File: src/rtl/uart_tx_fifo_if.sv
// uart_tx_fifo_if
//   Byte handshake between an upstream producer and the UART transmitter.
//   A byte moves at a rising clock edge where tx_valid and tx_ready are both high.
//   Signals:
//     tx_data   8  byte offered by the producer
//     tx_valid  1  tx_data is valid this cycle
//     tx_ready  1  transmitter FIFO can take a byte this cycle
//   Modports:
//     master  producer side (drives tx_data/tx_valid)
//     slave   transmitter side (drives tx_ready)
interface uart_tx_fifo_if;
  logic [7:0] tx_data;
  logic       tx_valid;
  logic       tx_ready;

  modport master (
    output tx_data,
    output tx_valid,
    input  tx_ready
  );

  modport slave (
    input  tx_data,
    input  tx_valid,
    output tx_ready
  );
endinterface

File: src/rtl/uart_tx_fifo.sv
// uart_tx_fifo
//   8N1 UART transmitter fed by a small circular byte FIFO. Bytes are sent
//   LSB first; queued bytes go out back-to-back with no idle gap between the
//   stop bit of one frame and the start bit of the next.
// Parameters:
//   CLK_FREQ    input clock frequency in Hz
//   BAUD        line rate in bit/s
//   FIFO_DEPTH  FIFO entries (power of two, >= 2)
// Ports:
//   clk         system clock, rising edge
//   rst         synchronous active-high reset
//   bus         slave side of the byte handshake (tx_data/tx_valid/tx_ready)
//   Tx          serial line, idle high, driven from a flop
//   tx_busy     a frame is on the line or bytes are waiting
//   fifo_count  bytes waiting in the FIFO (the byte in the shifter is not counted)
module uart_tx_fifo #(
  parameter int CLK_FREQ   = 50_000_000,
  parameter int BAUD       = 9600,
  parameter int FIFO_DEPTH = 4
) (
  input  logic                        clk,
  input  logic                        rst,
  uart_tx_fifo_if.slave               bus,
  output logic                        Tx,
  output logic                        tx_busy,
  output logic [$clog2(FIFO_DEPTH):0] fifo_count
);

  localparam int CLKS_PER_BIT = CLK_FREQ / BAUD;
  localparam int AW           = $clog2(FIFO_DEPTH);
  localparam int CW           = AW + 1;
  localparam int BW           = (CLKS_PER_BIT > 1) ? $clog2(CLKS_PER_BIT) : 1;

  localparam logic [BW-1:0] BAUD_LAST = BW'(CLKS_PER_BIT - 1);
  localparam logic [CW-1:0] FIFO_FULL = CW'(FIFO_DEPTH);
  localparam logic [2:0]    LAST_BIT  = 3'd7;

  typedef enum logic [1:0] {
    IDLE  = 2'd0,
    START = 2'd1,
    DATA  = 2'd2,
    STOP  = 2'd3
  } state_t;

  // ---------------------------------------------------------------------------
  // Registers
  // ---------------------------------------------------------------------------
  state_t          state_q,  state_d;
  logic [BW-1:0]   baud_q,   baud_d;
  logic [2:0]      bit_q,    bit_d;
  logic [7:0]      shift_q,  shift_d;
  logic            tx_q,     tx_d;
  logic [AW-1:0]   wr_ptr_q, wr_ptr_d;
  logic [AW-1:0]   rd_ptr_q, rd_ptr_d;
  logic [CW-1:0]   count_q,  count_d;
  logic [7:0]      mem_q [FIFO_DEPTH];

  logic            tx_ready;
  logic            push;
  logic            pop;
  logic            baud_end;
  logic            fifo_nonempty;

  // ---------------------------------------------------------------------------
  // FIFO handshake and bookkeeping
  // ---------------------------------------------------------------------------
  // Ready comes only from the registered count, so a full FIFO refuses a byte
  // even on the edge where the FSM pops; the slot is offered one cycle later.
  assign tx_ready      = (count_q < FIFO_FULL);
  assign push          = bus.tx_valid & tx_ready;
  assign fifo_nonempty = (count_q != '0);

  always_comb begin
    wr_ptr_d = wr_ptr_q;
    rd_ptr_d = rd_ptr_q;
    count_d  = count_q;

    if (push) begin
      wr_ptr_d = wr_ptr_q + AW'(1);
    end
    if (pop) begin
      rd_ptr_d = rd_ptr_q + AW'(1);
    end

    case ({push, pop})
      2'b10:   count_d = count_q + CW'(1);
      2'b01:   count_d = count_q - CW'(1);
      default: count_d = count_q;
    endcase
  end

  // ---------------------------------------------------------------------------
  // Transmit FSM: next state, pop request and shifter
  // ---------------------------------------------------------------------------
  assign baud_end = (baud_q == BAUD_LAST);

  always_comb begin
    state_d = state_q;
    baud_d  = baud_q;
    bit_d   = bit_q;
    shift_d = shift_q;
    pop     = 1'b0;

    case (state_q)
      IDLE: begin
        baud_d = '0;
        if (fifo_nonempty) begin
          pop     = 1'b1;
          shift_d = mem_q[rd_ptr_q];
          state_d = START;
        end
      end

      START: begin
        if (baud_end) begin
          baud_d  = '0;
          bit_d   = '0;
          state_d = DATA;
        end else begin
          baud_d = baud_q + BW'(1);
        end
      end

      DATA: begin
        if (baud_end) begin
          baud_d = '0;
          if (bit_q == LAST_BIT) begin
            state_d = STOP;
          end else begin
            bit_d   = bit_q + 3'd1;
            shift_d = {1'b0, shift_q[7:1]};
          end
        end else begin
          baud_d = baud_q + BW'(1);
        end
      end

      STOP: begin
        if (baud_end) begin
          baud_d = '0;
          // Chain straight into the next start bit when a byte is waiting.
          if (fifo_nonempty) begin
            pop     = 1'b1;
            shift_d = mem_q[rd_ptr_q];
            state_d = START;
          end else begin
            state_d = IDLE;
          end
        end else begin
          baud_d = baud_q + BW'(1);
        end
      end

      default: begin
        state_d = IDLE;
        baud_d  = '0;
      end
    endcase
  end

  // The line level is computed from the next state so the registered Tx
  // always matches the state register after the same edge.
  always_comb begin
    tx_d = 1'b1;
    case (state_d)
      START:   tx_d = 1'b0;
      DATA:    tx_d = shift_d[0];
      default: tx_d = 1'b1;
    endcase
  end

  // ---------------------------------------------------------------------------
  // Sequential state: control is reset, datapath storage is not
  // ---------------------------------------------------------------------------
  always_ff @(posedge clk) begin
    if (rst) begin
      state_q  <= IDLE;
      baud_q   <= '0;
      bit_q    <= '0;
      tx_q     <= 1'b1;
      wr_ptr_q <= '0;
      rd_ptr_q <= '0;
      count_q  <= '0;
    end else begin
      state_q  <= state_d;
      baud_q   <= baud_d;
      bit_q    <= bit_d;
      tx_q     <= tx_d;
      wr_ptr_q <= wr_ptr_d;
      rd_ptr_q <= rd_ptr_d;
      count_q  <= count_d;
    end
  end

  always_ff @(posedge clk) begin
    shift_q <= shift_d;
    if (push) begin
      mem_q[wr_ptr_q] <= bus.tx_data;
    end
  end

  // ---------------------------------------------------------------------------
  // Outputs
  // ---------------------------------------------------------------------------
  assign bus.tx_ready = tx_ready;
  assign Tx           = tx_q;
  assign tx_busy      = (state_q != IDLE) | fifo_nonempty;
  assign fifo_count   = count_q;

endmodule
File: src/flat_wrapper.sv
// flat-port wrapper written by rule: the top's interface ports become plain ports
module uart_tx_fifo_flat 
#(
  parameter int CLK_FREQ   = 50_000_000,
  parameter int BAUD       = 9600,
  parameter int FIFO_DEPTH = 4
)
  (clk, rst, Tx, tx_busy, fifo_count, bus_tx_data, bus_tx_valid, bus_tx_ready);
  uart_tx_fifo_if bus_i ();
  input  logic clk;
  input  logic rst;
  output logic Tx;
  output logic tx_busy;
  output logic [$clog2(FIFO_DEPTH):0] fifo_count;
  input wire logic [$bits(bus_i.tx_data)-1:0] bus_tx_data;
  input wire logic [$bits(bus_i.tx_valid)-1:0] bus_tx_valid;
  output wire logic [$bits(bus_i.tx_ready)-1:0] bus_tx_ready;
  assign bus_i.tx_data = bus_tx_data;
  assign bus_i.tx_valid = bus_tx_valid;
  assign bus_tx_ready = bus_i.tx_ready;
  uart_tx_fifo #(.CLK_FREQ(CLK_FREQ), .BAUD(BAUD), .FIFO_DEPTH(FIFO_DEPTH)) u_core (.clk(clk), .rst(rst), .bus(bus_i), .Tx(Tx), .tx_busy(tx_busy), .fifo_count(fifo_count));
endmodule
File: config.mk
export PLATFORM = sky130hd
export DESIGN_NAME = uart_tx_fifo_flat
export DESIGN_NICKNAME = d
export VERILOG_FILES = /design/src/rtl/uart_tx_fifo_if.sv /design/src/rtl/uart_tx_fifo.sv /design/src/flat_wrapper.sv
export SDC_FILE = /design/constraint.sdc
export NUM_CORES = 1
export LEC_CHECK = 0
export CORE_UTILIZATION = 45
export CTS_CLUSTER_SIZE = 14
export DETAILED_ROUTE_END_ITERATION = 12
export REMOVE_ABC_BUFFERS = 1
export SLEW_MARGIN = 20
export SYNTH_ARGS = -nofsm -noshare
export SYNTH_HDL_FRONTEND = slang
export SYNTH_SLANG_ARGS = --single-unit
export TNS_END_PERCENT = 100
File: constraint.sdc
create_clock -name clk -period 3.1 [get_ports clk]
set_input_delay 0.31 -clock clk [delete_from_list [all_inputs] [get_ports clk]]
set_output_delay 0.31 -clock clk [all_outputs]
set_load 0.05 [all_outputs]
==> results of run 1 <==
## through the flow
step	total power, uW	area, um2	hold slack [ns]	setup slack [ns]	utilization [%]
6_report	3305	3623	0.4664	0.2541	53.33
5_1_grt	3501	3623	0.4939	0.05925	53.33
4_1_cts	3338	3623	0.4703	0.2181	53.33
3_5_place_dp	2497	3395	0.4529	0.2892	49.96
3_3_place_gp	2493	3395	0.4440	0.3777	49.96
2_1_floorplan	2170	3107	0.3791	0.5591	-
## flip-flops by register name, indices dropped and copies added (netlist names), named ones only
signal             flops
u_core.Tx              1
u_core.baud_q         13
u_core.bit_q           3
u_core.fifo_count      3
u_core.mem_q          32
u_core.rd_ptr_q        2
u_core.shift_q         8
u_core.state_q         2
u_core.wr_ptr_q        2
## cell type report
type	instances	area (um2)	share of cell area (%)
Inverter	13	48.80	1.347
Clock buffer	9	123.9	3.419
Tap cell	96	120.1	3.315
Multi-Input combinational cell	172	1306	36.05
Clock inverter	7	105.1	2.901
Timing Repair Buffer	17	167.7	4.627
Sequential cell	68	1752	48.34
## path summary, 6_finish.rpt
path / from / cells after the start / slack, ns / end
setup / recovery: u_core.baud_q[0] / 10 / 0.25 / u_core.fifo_count[2]
hold / removal: u_core.baud_q[0] / 1 / 0.47 / u_core.baud_q[0]
setup reg to reg: u_core.baud_q[0] / 10 / 0.25 / u_core.fifo_count[2]
hold reg to reg: u_core.baud_q[0] / 1 / 0.47 / u_core.baud_q[0]
## metal layers
layer / share of wire (%) / vias to the layer above
met3: 2.3 / 6
met2: 47 / 22
met5: 0 / -
li1: - / 993
met1: 49 / 946
met4: 1.3 / 0
## power by group through the flow
| stage | clock network, uW | logic [uW] | registers, uW |
|---|---|---|---|
| 2_1_floorplan | 0 | 789 | 1380 |
| 3_3_place_gp | 0 | 1190 | 1300 |
| 3_5_place_dp | 0 | 1190 | 1300 |
| 4_1_cts | 853 | 1200 | 1290 |
| 5_1_grt | 888 | 1310 | 1310 |
| 6_report | 841 | 1180 | 1280 |
## logic make-up (layout without fill, tap and decap cells)
| kind of cell | after synthesis | in the layout | share of synthesized area (%) |
|---|---|---|---|
| buf+inv | 24 | 46 | 3.016 |
| flops | 68 | 68 | 55.56 |
| mux | 15 | 15 | 7.937 |
| simple gates | 86 | 86 | 15.12 |
| xor+xnor | 14 | 14 | 3.889 |
| fa+ha+maj | 15 | 15 | 6.191 |
| compound gates | 42 | 42 | 8.294 |
## cell usage in the layout, fill, tap and decap left out, types with 3 or more instances in the layout
cell type	instances
and3_1	5
nand2_1	21
xor2_1	8
mux4_2	8
inv_6	3
dfxtp_1	29
and2_1	8
nor2_1	23
or3_1	4
xnor2_1	6
inv_1	13
edfxtp_1	39
nor3_1	4
nand3_1	4
clkdlybuf4s50_1	16
ha_1	14
nand4_1	3
a21oi_1	12
o21ai_0	16
mux2i_1	7
clkbuf_8	9
## worst reg2reg max path: stages (launching register included)
cell and delay [ns]:
dfxtp_1 0.37, ha_1 0.21, and4b_1 0.30, a41oi_1 0.22, nor3_1 0.36, ha_1 0.24, inv_1 0.06, fa_1 0.37
xor2_1 0.16, or3_1 0.30, a21oi_1 0.16
==> run metrics, run 1 <==
worst path required time 3.35 ns; status finished, final reports clean; minimum clock period 2.846 ns; clk_skew 0.01063 ns; largest net degree at the start of global routing 16; worst-path fanout max 6; detailed-router iteration count before antenna repair 4; synth cell count leaders 39 x edfxtp_1, 29 x dfxtp_1, 23 x nor2_1, 21 x nand2_1, 16 x o21ai_0; H-tree Lvls 3; die area 7345 um2; pwr dens 912.1 nW/um2; M1 GR Usage 21.24%; Synth top area share 37.14%; Final Hold Viols 0; CP peak stage delay 0.37 ns; asr flop ratio synth 0%; Final #Nets 307; Initial Util 46.41%; largest area contributor in the netlist edfxtp_1; vias in the first global route 1855; clock insertion delay at the later pin of the skew report 0.34 ns; Largest delay share family, worst path simple AND/OR/NAND/NOR gates; routed length per instance 14.37 um; Pins Over Slew Limit 0; Syn Area/Cell 11.94 um2; drt total wl 5491 um; DP HPWL 3757 um; clock network power share 25.4%; Max rail drop VDD 0.4206 mV; sw power 1180 uW; Root Driver clkbuf_8; Cell Rows 30; DRC viols 0; Clock Tree Buf Depth 2; worst path bufs/invs 1; Core Footprint 6794 um2; Max-Cap Viols 0; critical path launch point type flop; Net Sw Frac 35.70%; CTS tree done; Mapped Area 3153 um2; Crit. End Element flop; most frequent CP cell ha_1; Seq cells post-synth 68; ANT cells 0; Final ANT Viol Nets 0; CP Cell Sequence ha_1 -> and4b_1 -> a41oi_1 -> nor3_1 -> ha_1 -> inv_1 -> fa_1 -> xor2_1 -> or3_1 -> a21oi_1; number of flops mapped to enable cells by yosys 39; met3 global-route usage 3.465%; combinational power share 35.7%; Reg power frac 38.8%; RSZ-0062 raised after global routing no; PortBufs 16; total number of yosys warnings 0; routability cong. 0.7302; CP Class flop to flop; layout cells sized above 1 10.84%; CTS clk-pin slew, worst paths 0.08 ns; Worst EP arrival 3.09 ns; initial antenna violation count 0; Synth Instances 264; chip width 85.71 um; Final period util 91.80%; worst slew pin tran 0.7799 ns; placed cell count 366; Filler cells 587; GRT busiest layer met2; first-pass GRT wire length 9045 um; FMAX 0.3514 GHz; routed vias 1967; CTS sink cnt 68; non-filler cells, final 382; Global Route Usage Sum 16.48%; Internal 2125 uW; Top FF cell, synth edfxtp_1; top cells by area, synth edfxtp_1 37%, dfxtp_1 18%, mux4_2 5.7%; Rel. slew slack 47.85%; Setup TNS 0 ns; Cell variety after synth 45; met2 usage 25.89%; HP Class flop to flop; Leakage 0.001286 uW; Hold Buf Count CTS 0; number of gates resized after cts 0; slowest CP cell dfxtp_1; Seq/Total Area, Yosys 55.56%; Setup Fix Bufs, Post-CTS 0; final setup violation count 0; area grow syn2layout 14.92%; grt total ovfl 0; Vias/cell 5.149; I/O pin total 17; cts bufs inserted 9; 1st-iter DRT viols 95; most instantiated library cell after synthesis edfxtp_1; die extent in y 85.71 um
No activity file was read; power rests on OpenSTA's default activity.
==> run 2: changes to the inputs <==
- CTS_BUF_LIST: not set -> sky130_fd_sc_hd__clkbuf_8
==> results of run 2 <==
No change in the layout: final DEF, timing and power equal those of run 1.
==> run 3: changes to the inputs <==
- CORE_MARGIN: not set -> 2
- CORE_UTILIZATION: 45 -> 55
- PLACE_DENSITY: not set -> 0.74
==> run 3 against run 2 <==
  * Power fell by 2.6%
  * Critical path type unchanged
  * Sequential cell count did not move
  * Routed wire length fell by 2.5%
  * Final area fell by 1.2%
  * Global-route usage rose by 2.7 points
==> run metrics, run 3 (same netlist as run 1, synthesis figures left out) <==
Largest Register u_core.mem_q; FMAX 0.3562 GHz; Root Driver clkbuf_8; Max rail drop VDD 0.5739 mV; vias in the first global route 2003; CTS tree done; Reg2Reg Capture Point u_core.fifo_count[2]; 1st-iter DRT viols 66; Register Area 1752 um2; layout cells sized above 1 11.15%; Leakage 0.001276 uW; number of gates resized after cts 0; Final Util 64.99%; H-tree Lvls 3; worst path required time 3.38 ns; cts bufs inserted 9; first-pass GRT wire length 9101 um; die area 6354 um2; status finished, final reports clean; drt total wl 5356 um; area grow syn2layout 13.49%; reg2reg start u_core.baud_q[0]; grt total ovfl 0; chip width 79.72 um; final setup violation count 0; HP Class flop to flop; CTS clk-pin slew, worst paths 0.08 ns; ANT cells 0; Initial Util 57.26%; CP startpoint u_core.baud_q[0]; DRC viols 0; Final ANT Viol Nets 0; Setup crit end u_core.fifo_count[2]; Setup TNS 0 ns; r2r worst-path depth 10; CP Class flop to flop; CTS sink cnt 68; worst slew pin tran 0.5650 ns; routed length per instance 14.92 um; RSZ-0062 raised after global routing no; Worst EP arrival 3.09 ns; biggest regs u_core.mem_q x32, u_core.baud_q x13, u_core.shift_q x8; worst-path fanout max 6; R2R setup slack 0.29 ns; minimum clock period 2.807 ns; clock insertion delay at the later pin of the skew report 0.35 ns; Final #Nets 308; Crit. End Element flop; most frequent cells in the layout 39 x edfxtp_1, 29 x dfxtp_1, 23 x nor2_1, 21 x nand2_1; Global Route Usage Sum 19.18%; Worst Hold Launch u_core.baud_q[0]; PortBufs 16; largest net degree at the start of global routing 15; Final period util 90.55%; detailed-router iteration count before antenna repair 4; max reg flops 32; DP HPWL 3819 um; Setup Fix Bufs, Post-CTS 0; Core Footprint 5507 um2; initial antenna violation count 0; routability cong. 0.7894; I/O pin total 17; Filler cells 418; Hold Buf Count CTS 0; Max-Cap Viols 0; Clock Tree Buf Depth 2; critical path launch point type flop; Final Hold Viols 0; pwr dens 899.5 nW/um2; Pins Over Slew Limit 0; clk_skew 0.007799 ns; Cell Rows 27; Vias/cell 5.521; multi-input logic area 1306 um2; die extent in y 79.72 um; Rel. slew slack 62.24%; commonest non-fill, non-tap cell in the layout edfxtp_1; routed vias 1982
run 3: cell types whose count changed in the layout (fill, tap and decap cells not counted), sizes merged:
| cell | before | now |
|---|---|---|
| buf | 1 | 2 |
| bufinv | 2 | 1 |
| clkinvlp | 1 | 2 |
run 3: worst max-delay path, cell delays in order, from the launching register on:
cell and delay (ns):
dfxtp_1 0.38, ha_1 0.21, and4b_1 0.29, a41oi_1 0.21, nor3_1 0.37, ha_1 0.24, inv_1 0.06, fa_1 0.37
xor2_1 0.16, or3_1 0.30, a21oi_1 0.14
run 3: worst min path at each step:
stage,depth (start not counted),end,slack (ns)
2_1_floorplan,1,u_core.bit_q[0],0.38
3_3_place_gp,1,u_core.baud_q[0],0.44
3_5_place_dp,1,u_core.baud_q[0],0.45
4_1_cts,1,u_core.baud_q[0],0.47
5_1_grt,1,u_core.baud_q[0],0.52
6_report,1,u_core.baud_q[0],0.47
run 3: metrics by stage:
| step | setup slack [ns] | hold slack (ns) | instances | cell area, um2 | power, uW |
|---|---|---|---|---|---|
| after floorplan | 0.5591 | 0.3791 | 253 | 3107 | 2170 |
| after CTS | 0.2872 | 0.4723 | 359 | 3578 | 3248 |
| final | 0.2929 | 0.4691 | 359 | 3578 | 3219 |
| after detailed placement | 0.2978 | 0.4536 | 343 | 3372 | 2490 |
| after global placement | 0.4354 | 0.4425 | 343 | 3372 | 2467 |
| after global routing | 0.01542 | 0.5209 | 359 | 3578 | 3424 |
run 3: routing by layer:
| metal | share of wire, % | vias up | GRT usage [%] |
|---|---|---|---|
| met5 | 0 | - | 0 |
| met4 | 1.9 | 0 | 8.276 |
| met3 | 3.1 | 10 | 5.430 |
| met2 | 49 | 29 | 31.76 |
| met1 | 46 | 951 | 23.44 |
| li1 | - | 992 | - |
run 3: area by class of cell:
| type | count | share of cell area, % |
|---|---|---|
| multi-input cells | 172 | 36.50 |
| clock inverters | 7 | 2.308 |
| flip-flops and latches | 68 | 48.95 |
| clock buffers | 9 | 3.462 |
| repair buffers | 18 | 4.895 |
| inverters | 13 | 1.364 |
| well taps | 72 | 2.517 |
run 3: report_power, final:
group          leakage [uW]  switching, uW  internal, uW
clock network     0.0000988            370           385
logic              0.000572            688           491
registers          0.000606            115          1170
total               0.00128           1170          2050
